$ cat src/rtl/serial_subtractor_pkg.sv
// Shared types and constants for the bit-serial subtractor.
package serial_subtractor_pkg;

    // Operand width used when no override is given.
    localparam int DEFAULT_WIDTH = 8;

    // Control states: waiting, consuming one bit per cycle, presenting a result.
    typedef enum logic [1:0] {
        IDLE  = 2'd0,
        SHIFT = 2'd1,
        DONE  = 2'd2
    } state_t;

endpackage

$ cat src/rtl/serial_subtractor_if.sv
// Operand/result bundle of the serial subtractor. The master issues
// operands and start; the slave (the subtractor) returns status and result.
interface serial_subtractor_if
    import serial_subtractor_pkg::*;
#(
    parameter int WIDTH = DEFAULT_WIDTH
);
    logic             start;
    logic [WIDTH-1:0] a;
    logic [WIDTH-1:0] b;
    logic             busy;
    logic             done;
    logic [WIDTH-1:0] diff;
    logic             borrow_out;

    modport master (
        output start, a, b,
        input  busy, done, diff, borrow_out
    );

    modport slave (
        input  start, a, b,
        output busy, done, diff, borrow_out
    );
endinterface

$ cat src/rtl/full_sub.sv
// One-bit full subtractor x - y - bin, built from two gate-level half
// subtractors whose borrows are merged by an OR gate.
module full_sub (
    input  logic x,
    input  logic y,
    input  logic bin,
    output logic d,
    output logic bout
);
    logic d1;
    logic b1;
    logic b2;
    logic x_n;
    logic d1_n;

    // First half subtractor: x - y.
    xor g_hs1_xor (d1, x, y);
    not g_hs1_not (x_n, x);
    and g_hs1_and (b1, x_n, y);

    // Second half subtractor: (x - y) - bin.
    xor g_hs2_xor (d, d1, bin);
    not g_hs2_not (d1_n, d1);
    and g_hs2_and (b2, d1_n, bin);

    // A borrow from either stage propagates out.
    or  g_bout_or (bout, b1, b2);
endmodule

$ cat src/rtl/serial_subtractor.sv
// Bit-serial unsigned subtractor: computes a - b one bit per cycle, LSB
// first, and publishes diff/borrow_out only when all WIDTH bits are done.
module serial_subtractor
    import serial_subtractor_pkg::*;
#(
    parameter int WIDTH = DEFAULT_WIDTH
) (
    input  logic                clk,
    input  logic                rst_n,
    serial_subtractor_if.slave  bus
);
    localparam int CNT_W = $clog2(WIDTH + 1);

    state_t             state_q, state_d;
    logic [WIDTH-1:0]   a_q, a_d;
    logic [WIDTH-1:0]   b_q, b_d;
    // Holds the WIDTH-1 most recent result bits; the final bit is merged
    // in on the completing edge straight into diff.
    logic [WIDTH-2:0]   res_q, res_d;
    logic               borrow_q, borrow_d;
    logic [CNT_W-1:0]   cnt_q, cnt_d;
    logic [WIDTH-1:0]   diff_q, diff_d;
    logic               borrow_out_q, borrow_out_d;
    logic               busy_q, busy_d;
    logic               done_q, done_d;

    logic               bit_d;
    logic               bit_bout;
    logic [WIDTH-1:0]   shifted;
    logic               last_bit;

    full_sub u_full_sub (
        .x    (a_q[0]),
        .y    (b_q[0]),
        .bin  (borrow_q),
        .d    (bit_d),
        .bout (bit_bout)
    );

    // Result register after shifting in the current difference bit.
    assign shifted  = {bit_d, res_q};
    assign last_bit = (cnt_q == CNT_W'(WIDTH - 1));

    // Next-state and datapath decisions for one clock cycle.
    always_comb begin
        // NOTE: every _d starts at its held value so no path leaves a
        // signal unassigned, which would otherwise infer a latch.
        state_d      = state_q;
        a_d          = a_q;
        b_d          = b_q;
        res_d        = res_q;
        borrow_d     = borrow_q;
        cnt_d        = cnt_q;
        diff_d       = diff_q;
        borrow_out_d = borrow_out_q;

        case (state_q)
            IDLE, DONE: begin
                // A result cycle accepts a new start exactly like idle.
                if (bus.start) begin
                    a_d      = bus.a;
                    b_d      = bus.b;
                    res_d    = '0;
                    borrow_d = 1'b0;
                    cnt_d    = '0;
                    state_d  = SHIFT;
                end else begin
                    state_d  = IDLE;
                end
            end
            SHIFT: begin
                // start is deliberately not looked at while bits are in flight.
                res_d    = shifted[WIDTH-1:1];
                a_d      = a_q >> 1;
                b_d      = b_q >> 1;
                borrow_d = bit_bout;
                cnt_d    = cnt_q + CNT_W'(1);
                if (last_bit) begin
                    diff_d       = shifted;
                    borrow_out_d = bit_bout;
                    state_d      = DONE;
                end
            end
            default: state_d = IDLE;
        endcase

        busy_d = (state_d == SHIFT);
        done_d = (state_d == DONE);
    end

    // All state, including registered status outputs, updates here.
    always_ff @(posedge clk or negedge rst_n) begin
        if (!rst_n) begin
            // NOTE: the operand/result shift registers are reset as well, so
            // an operation abandoned by reset leaves nothing behind.
            state_q      <= IDLE;
            a_q          <= '0;
            b_q          <= '0;
            res_q        <= '0;
            borrow_q     <= 1'b0;
            cnt_q        <= '0;
            diff_q       <= '0;
            borrow_out_q <= 1'b0;
            busy_q       <= 1'b0;
            done_q       <= 1'b0;
        end else begin
            // NOTE: non-blocking updates so every flop samples pre-edge values.
            state_q      <= state_d;
            a_q          <= a_d;
            b_q          <= b_d;
            res_q        <= res_d;
            borrow_q     <= borrow_d;
            cnt_q        <= cnt_d;
            diff_q       <= diff_d;
            borrow_out_q <= borrow_out_d;
            busy_q       <= busy_d;
            done_q       <= done_d;
        end
    end

    assign bus.busy       = busy_q;
    assign bus.done       = done_q;
    assign bus.diff       = diff_q;
    assign bus.borrow_out = borrow_out_q;
endmodule

$ cat src/flat_wrapper.sv
// flat-port wrapper written by rule: the top's interface ports become plain ports
module serial_subtractor_flat import serial_subtractor_pkg::*;
#(
    parameter int WIDTH = DEFAULT_WIDTH
)
  (clk, rst_n, bus_start, bus_a, bus_b, bus_busy, bus_done, bus_diff, bus_borrow_out);
  serial_subtractor_if #(.WIDTH(WIDTH)) bus_i ();
  input  logic clk;
  input  logic rst_n;
  input wire logic [$bits(bus_i.start)-1:0] bus_start;
  input wire logic [$bits(bus_i.a)-1:0] bus_a;
  input wire logic [$bits(bus_i.b)-1:0] bus_b;
  output wire logic [$bits(bus_i.busy)-1:0] bus_busy;
  output wire logic [$bits(bus_i.done)-1:0] bus_done;
  output wire logic [$bits(bus_i.diff)-1:0] bus_diff;
  output wire logic [$bits(bus_i.borrow_out)-1:0] bus_borrow_out;
  assign bus_i.start = bus_start;
  assign bus_i.a = bus_a;
  assign bus_i.b = bus_b;
  assign bus_busy = bus_i.busy;
  assign bus_done = bus_i.done;
  assign bus_diff = bus_i.diff;
  assign bus_borrow_out = bus_i.borrow_out;
  serial_subtractor #(.WIDTH(WIDTH)) u_core (.clk(clk), .rst_n(rst_n), .bus(bus_i));
endmodule
$ cat config.mk
export PLATFORM = sky130hd
export DESIGN_NAME = serial_subtractor_flat
export DESIGN_NICKNAME = d
export VERILOG_FILES = /design/src/rtl/serial_subtractor_pkg.sv /design/src/rtl/serial_subtractor_if.sv /design/src/rtl/full_sub.sv /design/src/rtl/serial_subtractor.sv /design/src/flat_wrapper.sv
export SDC_FILE = /design/constraint.sdc
export NUM_CORES = 1
export LEC_CHECK = 0
export CORE_MARGIN = 4
export CORE_UTILIZATION = 49
export CTS_BUF_LIST = sky130_fd_sc_hd__clkbuf_4 sky130_fd_sc_hd__clkbuf_8
export CTS_CLUSTER_SIZE = 8
export DETAILED_ROUTE_END_ITERATION = 8
export GPL_TIMING_DRIVEN = 1
export PLACE_DENSITY = 0.71
export SYNTH_ARGS = -nofsm -noshare
export SYNTH_HDL_FRONTEND = slang
export SYNTH_SLANG_ARGS = --single-unit
$ cat constraint.sdc
create_clock -name clk -period 2.8 [get_ports clk]
set_input_delay 0.42 -clock clk [delete_from_list [all_inputs] [get_ports clk]]
set_output_delay 0.42 -clock clk [all_outputs]
set_load 0.01 [all_outputs]
==> results of run 1 <==
## cell usage in the layout (no fill, tap or decap), types with 2 or more instances in the layout
cell and count:
a22o_1 11, inv_1 3, nand2_1 17, mux2i_1 3, nand3_1 13, mux2_2 8
a22oi_1 13, nor3_1 2, nor2b_1 2, buf_4 3, clkbuf_4 6, nand2b_1 2
nor2_1 2, clkdlybuf4s50_1 28, dfrtp_1 41
## cells by family (layout without fill, tap and decap cells)
group / after synthesis / in the layout / share of synthesized area, %
AO/OA/AOI/OAI: 27 / 27 / 13.1
buffers and inverters: 13 / 42 / 3.68
AND/OR/NAND/NOR: 41 / 41 / 12.1
adder cells (fa/ha/maj): 2 / 2 / 1.95
flip-flops: 41 / 41 / 61.5
XOR/XNOR: 1 / 1 / 0.525
multiplexers: 11 / 11 / 7.20
## layout make-up
class / count / area, µm² / share of cell area, %
sequential: 41 / 1030 / 50.3
clock buffer: 7 / 58.8 / 2.88
timing repair buffer: 32 / 308 / 15.1
multi-input combinational: 82 / 581 / 28.5
inverter: 3 / 11.3 / 0.552
tap: 44 / 55.1 / 2.70
## power groups by stage
stage	registers, mW	logic (mW)	clock network [mW]
after global routing	1.05	0.985	0.348
after floorplan	1.01	0.586	0
after global placement	1.01	0.867	0
final	1.01	0.879	0.300
after CTS	1.01	0.896	0.314
after detailed placement	1.02	0.895	0
## state kept, by name, indices dropped and copies added, names as in the netlist
register and cells:
u_core.cnt_q 4, u_core.bus.borrow_out 1, u_core.bus.diff 8, u_core.bus.done 1
u_core.state_q 2, u_core.borrow_q 1, u_core.a_q 8, u_core.b_q 8
u_core.res_q 7, u_core.bus.busy 1
## metal layers
metal	GRT usage (%)	wire [µm]	up-vias	part of all wire [%]
met5	0	0	-	0
met4	4.57	28	0	0.85
met3	6.63	152	4	4.6
met2	26.8	1580	33	48
met1	24.2	1540	575	47
li1	-	-	538	-
## worst max path at each step
| stage | startpoint | to | cells past startpoint |
|---|---|---|---|
| after floorplan | u_core.state_q[1] | u_core.bus.diff[0] | 4 |
| after detailed placement | bus_start | u_core.b_q[7] | 4 |
| after global routing | u_core.state_q[1] | u_core.bus.diff[2] | 4 |
| after global placement | bus_start | u_core.res_q[5] | 4 |
| after CTS | u_core.state_q[1] | u_core.bus.diff[3] | 4 |
| final | u_core.state_q[1] | u_core.bus.diff[3] | 4 |
## stage by stage
stage                     area (µm²)  util, %  hold WS (ns)
after floorplan                 1670        -         0.124
after global routing            2040     64.7         0.237
after CTS                       2040     64.7         0.208
after detailed placement        1980     62.8         0.480
final                           2040     64.7         0.192
after global placement          1980     62.8         0.471
==> run metrics, run 1 <==
dominant cell type by area after synthesis=dfrtp_1; RSZ-0062 raised after global routing=false; Sw Ratio=35.0%; Setup CP Type=reg2reg; n_diodes=0; vias per inst=5.50; DRT iter0 DRCs=127; top post-synthesis cells by count=dfrtp_1 (41), nand2_1 (17), a22oi_1 (13), nand3_1 (13), a22o_1 (11); Final Total Pwr=2.19 mW; Seq pwr share=46.2%; FF-to-FF End=u_core.bus.diff[3]; Post-synth ARST share=100%; fillcell total=273; Starting Density=52.9%; run status=completed; Leakage=0.940 nW; critical path data required time=3.03 ns; fin crit share=62.3%; Worst-path clk slew=0.11 ns; internal power=1.42 mW; average wire per standard cell=15.8 µm; overall routing resource usage=17.8%; Setup WS post-layout=1.05 ns; max incr delay on CP=0.49 ns; Clock Power Share=13.7%; Max-Cap Viols=0; Setup Slack @ Placement=0.909 ns; post-synthesis cell count=136; Psw=768 µW; max-slew violations=0; Most used DFF post-synth=dfrtp_1; global-route wire length before repair=5800 µm; post-CTS setup buffers=0; Area Growth Syn to Fin=22.3%; detailed placement HPWL=2190 µm; Slew @ Worst Pin=0.892 ns; Syn Area/Cell=12.3 µm²; Residual DRC=0; GPL Wtd Cong=0.760; vias in the first global route=1209; via count=1150; crit-path cells=nand2b_1 -> buf_4 -> nor3_4 -> mux2_2; Placed Cells=202; Period minus WS final=1.75 ns; Reg2Reg Depth=4; Syn Std Cell Area=0.00167 mm²; CTS H-tree lvls=2; worst path bufs/invs=1; flop2flop setup slack=1.05 ns; number of synthesized flops with an enable pin=0; Worst setup EP type=register; Die Height=66.3 µm; Startpoint Class=register; f_max=0.573 GHz; most numerous cell in the Yosys netlist=dfrtp_1; total CTS buffers=5; Root Buffer=clkbuf_4; Synth Register Bits=41; Crit-path slowest cell=nor3_4; Hold Fails Final Rpt=0; crit-path max FO=17; worst skew pair latency=0.34 ns; initial antenna violation count=0; ratio of cells with drive above 1 in the final layout=12.1%; wirelength, routed=3300 µm; std cell rows=20; CTS tree=built; Final Setup Violations=0; ANT nets after route=0; Worst EP arrival=1.97 ns; largest net degree at the start of global routing=42; io pins=30; Setup TNS=0 ns; nets@finish=186; worst vdd ir=0.503 mV; die area=0.00440 mm²; PortBufs=29; gr ovfl total=0; post-synth cell types=25; Synthesized Nets=157; family with the most delay on the worst path=simple AND/OR/NAND/NOR gates; Hold/Removal Path Class=in2async; Pre-antenna DRT Iters=4; sequential cell area fraction in the yosys report=61.5%; share of the synthesized area in the top cell type=61.5%; Die X=66.3 µm; cts repair resizes=0; core area=0.00315 mm²; Cell Pwr Density=1080 mW/mm²; Comb power frac=40.1%; post-cts hold buffer count=0; yosys warns=0; worst reg2reg path startpoint=u_core.state_q[1]; Worst slew margin=40.5%; largest cells by area after synthesis=dfrtp_1 (62%), a22oi_1 (5.9%), a22o_1 (5.8%); Layout Cells excl Fill=209; deepest clock path buffer count=2; Setup Skew=0.00478 ns; CTS Sinks=41
Power figures use the tool's default switching activity.
==> inputs of run 2 (changes only) <==
==> constraint.sdc (replaced) <==
create_clock -name clk -period 1.72 [get_ports clk]
set_input_delay 0.258 -clock clk [delete_from_list [all_inputs] [get_ports clk]]
set_output_delay 0.258 -clock clk [all_outputs]
set_load 0.01 [all_outputs]
==> run 2 against run 1 <==
  * Cell area is 2.7% higher
  * Highest routed layer unchanged
  * Core utilization is 1.7 points higher
  * Non-clock buffer count is 3 higher
  * Clock power is 120% higher
  * Via count is 1.0% lower
  * Sequential share of layout area is 1.3 points lower
  * Global-route usage is 0.76 points lower
  * First-iteration DRC count is 61% lower
==> run metrics, run 2 (synthesis results as in run 1) <==
Setup TNS=0 ns (unchanged); worst vdd ir=0.880 mV (was 0.503 mV); total CTS buffers=5 (unchanged); Area Growth Syn to Fin=25.6% (was 22.3%); std cell rows=20 (unchanged); Setup CP Type=reg2reg (unchanged); Startpoint Class=register (unchanged); ANT nets after route=0 (unchanged); gr ovfl total=0 (unchanged); PortBufs=29 (unchanged); family with the most delay on the worst path=simple AND/OR/NAND/NOR gates (unchanged); f_max=0.648 GHz (was 0.573 GHz); initial antenna violation count=0 (unchanged); Worst slew margin=45.2% (was 40.5%); vias in the first global route=1157 (was 1209); final std cell area, no fill=0.00209 mm² (was 0.00204 mm²); Leakage=0.968 nW (was 0.940 nW); Worst setup EP type=register (unchanged); commonest non-fill, non-tap cells in the layout=dfrtp_1 (41), clkdlybuf4s50_1 (28), nand2_1 (17) (unchanged); run status=completed (unchanged); worst skew pair latency=0.34 ns (about the same); Final Total Pwr=3.75 mW (was 2.19 mW); CTS H-tree lvls=2 (unchanged); GPL Wtd Cong=0.751 (was 0.760); n_diodes=0 (unchanged); Final Setup Violations=0 (unchanged); deepest clock path buffer count=2 (unchanged); DRT iter0 DRCs=49 (was 127); CTS tree=built (unchanged); Pre-antenna DRT Iters=4 (unchanged); crit-path cells=and2b_1 -> nor2_1 -> a22o_1 (was nand2b_1 -> buf_4 -> nor3_4 -> mux2_2); Starting Density=52.9% (unchanged); wirelength, routed=3240 µm (was 3300 µm); Worst-path clk slew=0.12 ns (was 0.11 ns); Die Height=66.3 µm (unchanged); most common cell after layout, fill and taps aside=dfrtp_1 (unchanged); critical path data required time=2.00 ns (was 3.03 ns); worst path bufs/invs=0 (was 1); Hold Fails Final Rpt=0 (unchanged); CTS Sinks=41 (unchanged); Area after DPL=0.00200 mm² (was 0.00198 mm²); io pins=30 (unchanged); Die X=66.3 µm (unchanged); fillcell total=270 (was 273); Hold/Removal Path Class=in2async (unchanged); Root Buffer=clkbuf_4 (unchanged); average wire per standard cell=15.2 µm (was 15.8 µm); global-route wire length before repair=5580 µm (was 5800 µm); worst reg2reg path startpoint=u_core.state_q[0] (was u_core.state_q[1]); nets@finish=189 (was 186); Fin Hold WS=0.458 ns (was 0.192 ns); max incr delay on CP=0.64 ns (was 0.49 ns); Max-Cap Viols=0 (unchanged); max-slew violations=0 (unchanged); crit-path max FO=11 (was 17); via count=1138 (was 1150); Cell Pwr Density=1790 mW/mm² (was 1080 mW/mm²); largest net degree at the start of global routing=29 (was 42); detailed placement HPWL=2160 µm (was 2190 µm); Residual DRC=0 (unchanged); Slew @ Worst Pin=0.818 ns (was 0.892 ns); final core utilization=66.4% (was 64.7%); Period minus WS final=1.54 ns (was 1.75 ns); vias per inst=5.34 (was 5.50); core area=0.00315 mm² (unchanged); ratio of cells with drive above 1 in the final layout=13.6% (was 12.1%); fin crit share=89.8% (was 62.3%); Setup Skew=0.0122 ns (was 0.00478 ns); sequential cell area=0.00103 mm² (unchanged); die area=0.00440 mm² (unchanged); Worst EP arrival=1.82 ns (was 1.97 ns); overall routing resource usage=17.0% (was 17.8%); CP Launch Point=u_core.state_q[0] (was u_core.state_q[1]); RSZ-0062 raised after global routing=false (unchanged); Crit-path slowest cell=nor2_1 (was nor3_4); area of the multi-input gates=581 µm² (unchanged)
## run 2: changes by cell type in the layout (fill, tap and decap cells not counted), sizes merged
cell and change:
bufinv +1, dlygate4sd3 +1, buf +2
## run 2: power by group
part	leakage, nW	switching [mW]	internal (mW)
logic	0.398	0.717	0.736
registers	0.521	0.255	1.38
clock network	0.0489	0.295	0.363
## run 2: per-stage QoR
step | std cells | setup WS (ns)
after floorplan | 136 | 0.258
after global placement | 204 | 0.0297
after detailed placement | 204 | -0.00446
after CTS | 213 | 0.168
after global routing | 213 | 0.0511
final | 213 | 0.176
## run 2: per-layer routing
layer  track usage [%]  part of all wire, %
met1              24.6                   51
met2              24.7                   44
met3              4.25                  4.1
met4              6.09                  1.2
met5                 0                    0
## run 2: worst paths after layout
check / slack, ns / cells after the start / to
setup / recovery: 0.18 / 3 / u_core.res_q[0]
hold / removal: 0.46 / 2 / u_core.bus.busy
setup reg to reg: 0.18 / 3 / u_core.res_q[0]
hold reg to reg: 0.51 / 2 / u_core.b_q[4]
max in group asynchronous: 0.62 / 3 / u_core.b_q[7]
min in group clk: 0.51 / 2 / u_core.b_q[4]
## run 2: final cells by class
class	count	area share, %
multi-input cells	82	27.7
flip-flops and latches	41	49.0
repair buffers	35	15.9
clock inverters	1	1.43
clock buffers	7	2.81
inverters	3	0.538
well taps	44	2.63
## run 2: timing repair
action / in CTS / in global routing
hold buffers: 1 / 0
setup buffers: 0 / 0
endpoints found under the setup margin: 0 / 0
gates resized for setup: 0 / 0
endpoints found under the hold margin: 27 / 0
==> inputs of run 3 (changes only) <==
--- a/config.mk
+++ b/config.mk
@@ -15,3 +15,4 @@
 export SYNTH_ARGS = -nofsm -noshare
 export SYNTH_HDL_FRONTEND = slang
 export SYNTH_SLANG_ARGS = --single-unit
+export TNS_END_PERCENT = 10
==> results of run 3 <==
The final DEF is identical to that of run 2; final timing and power are the same.
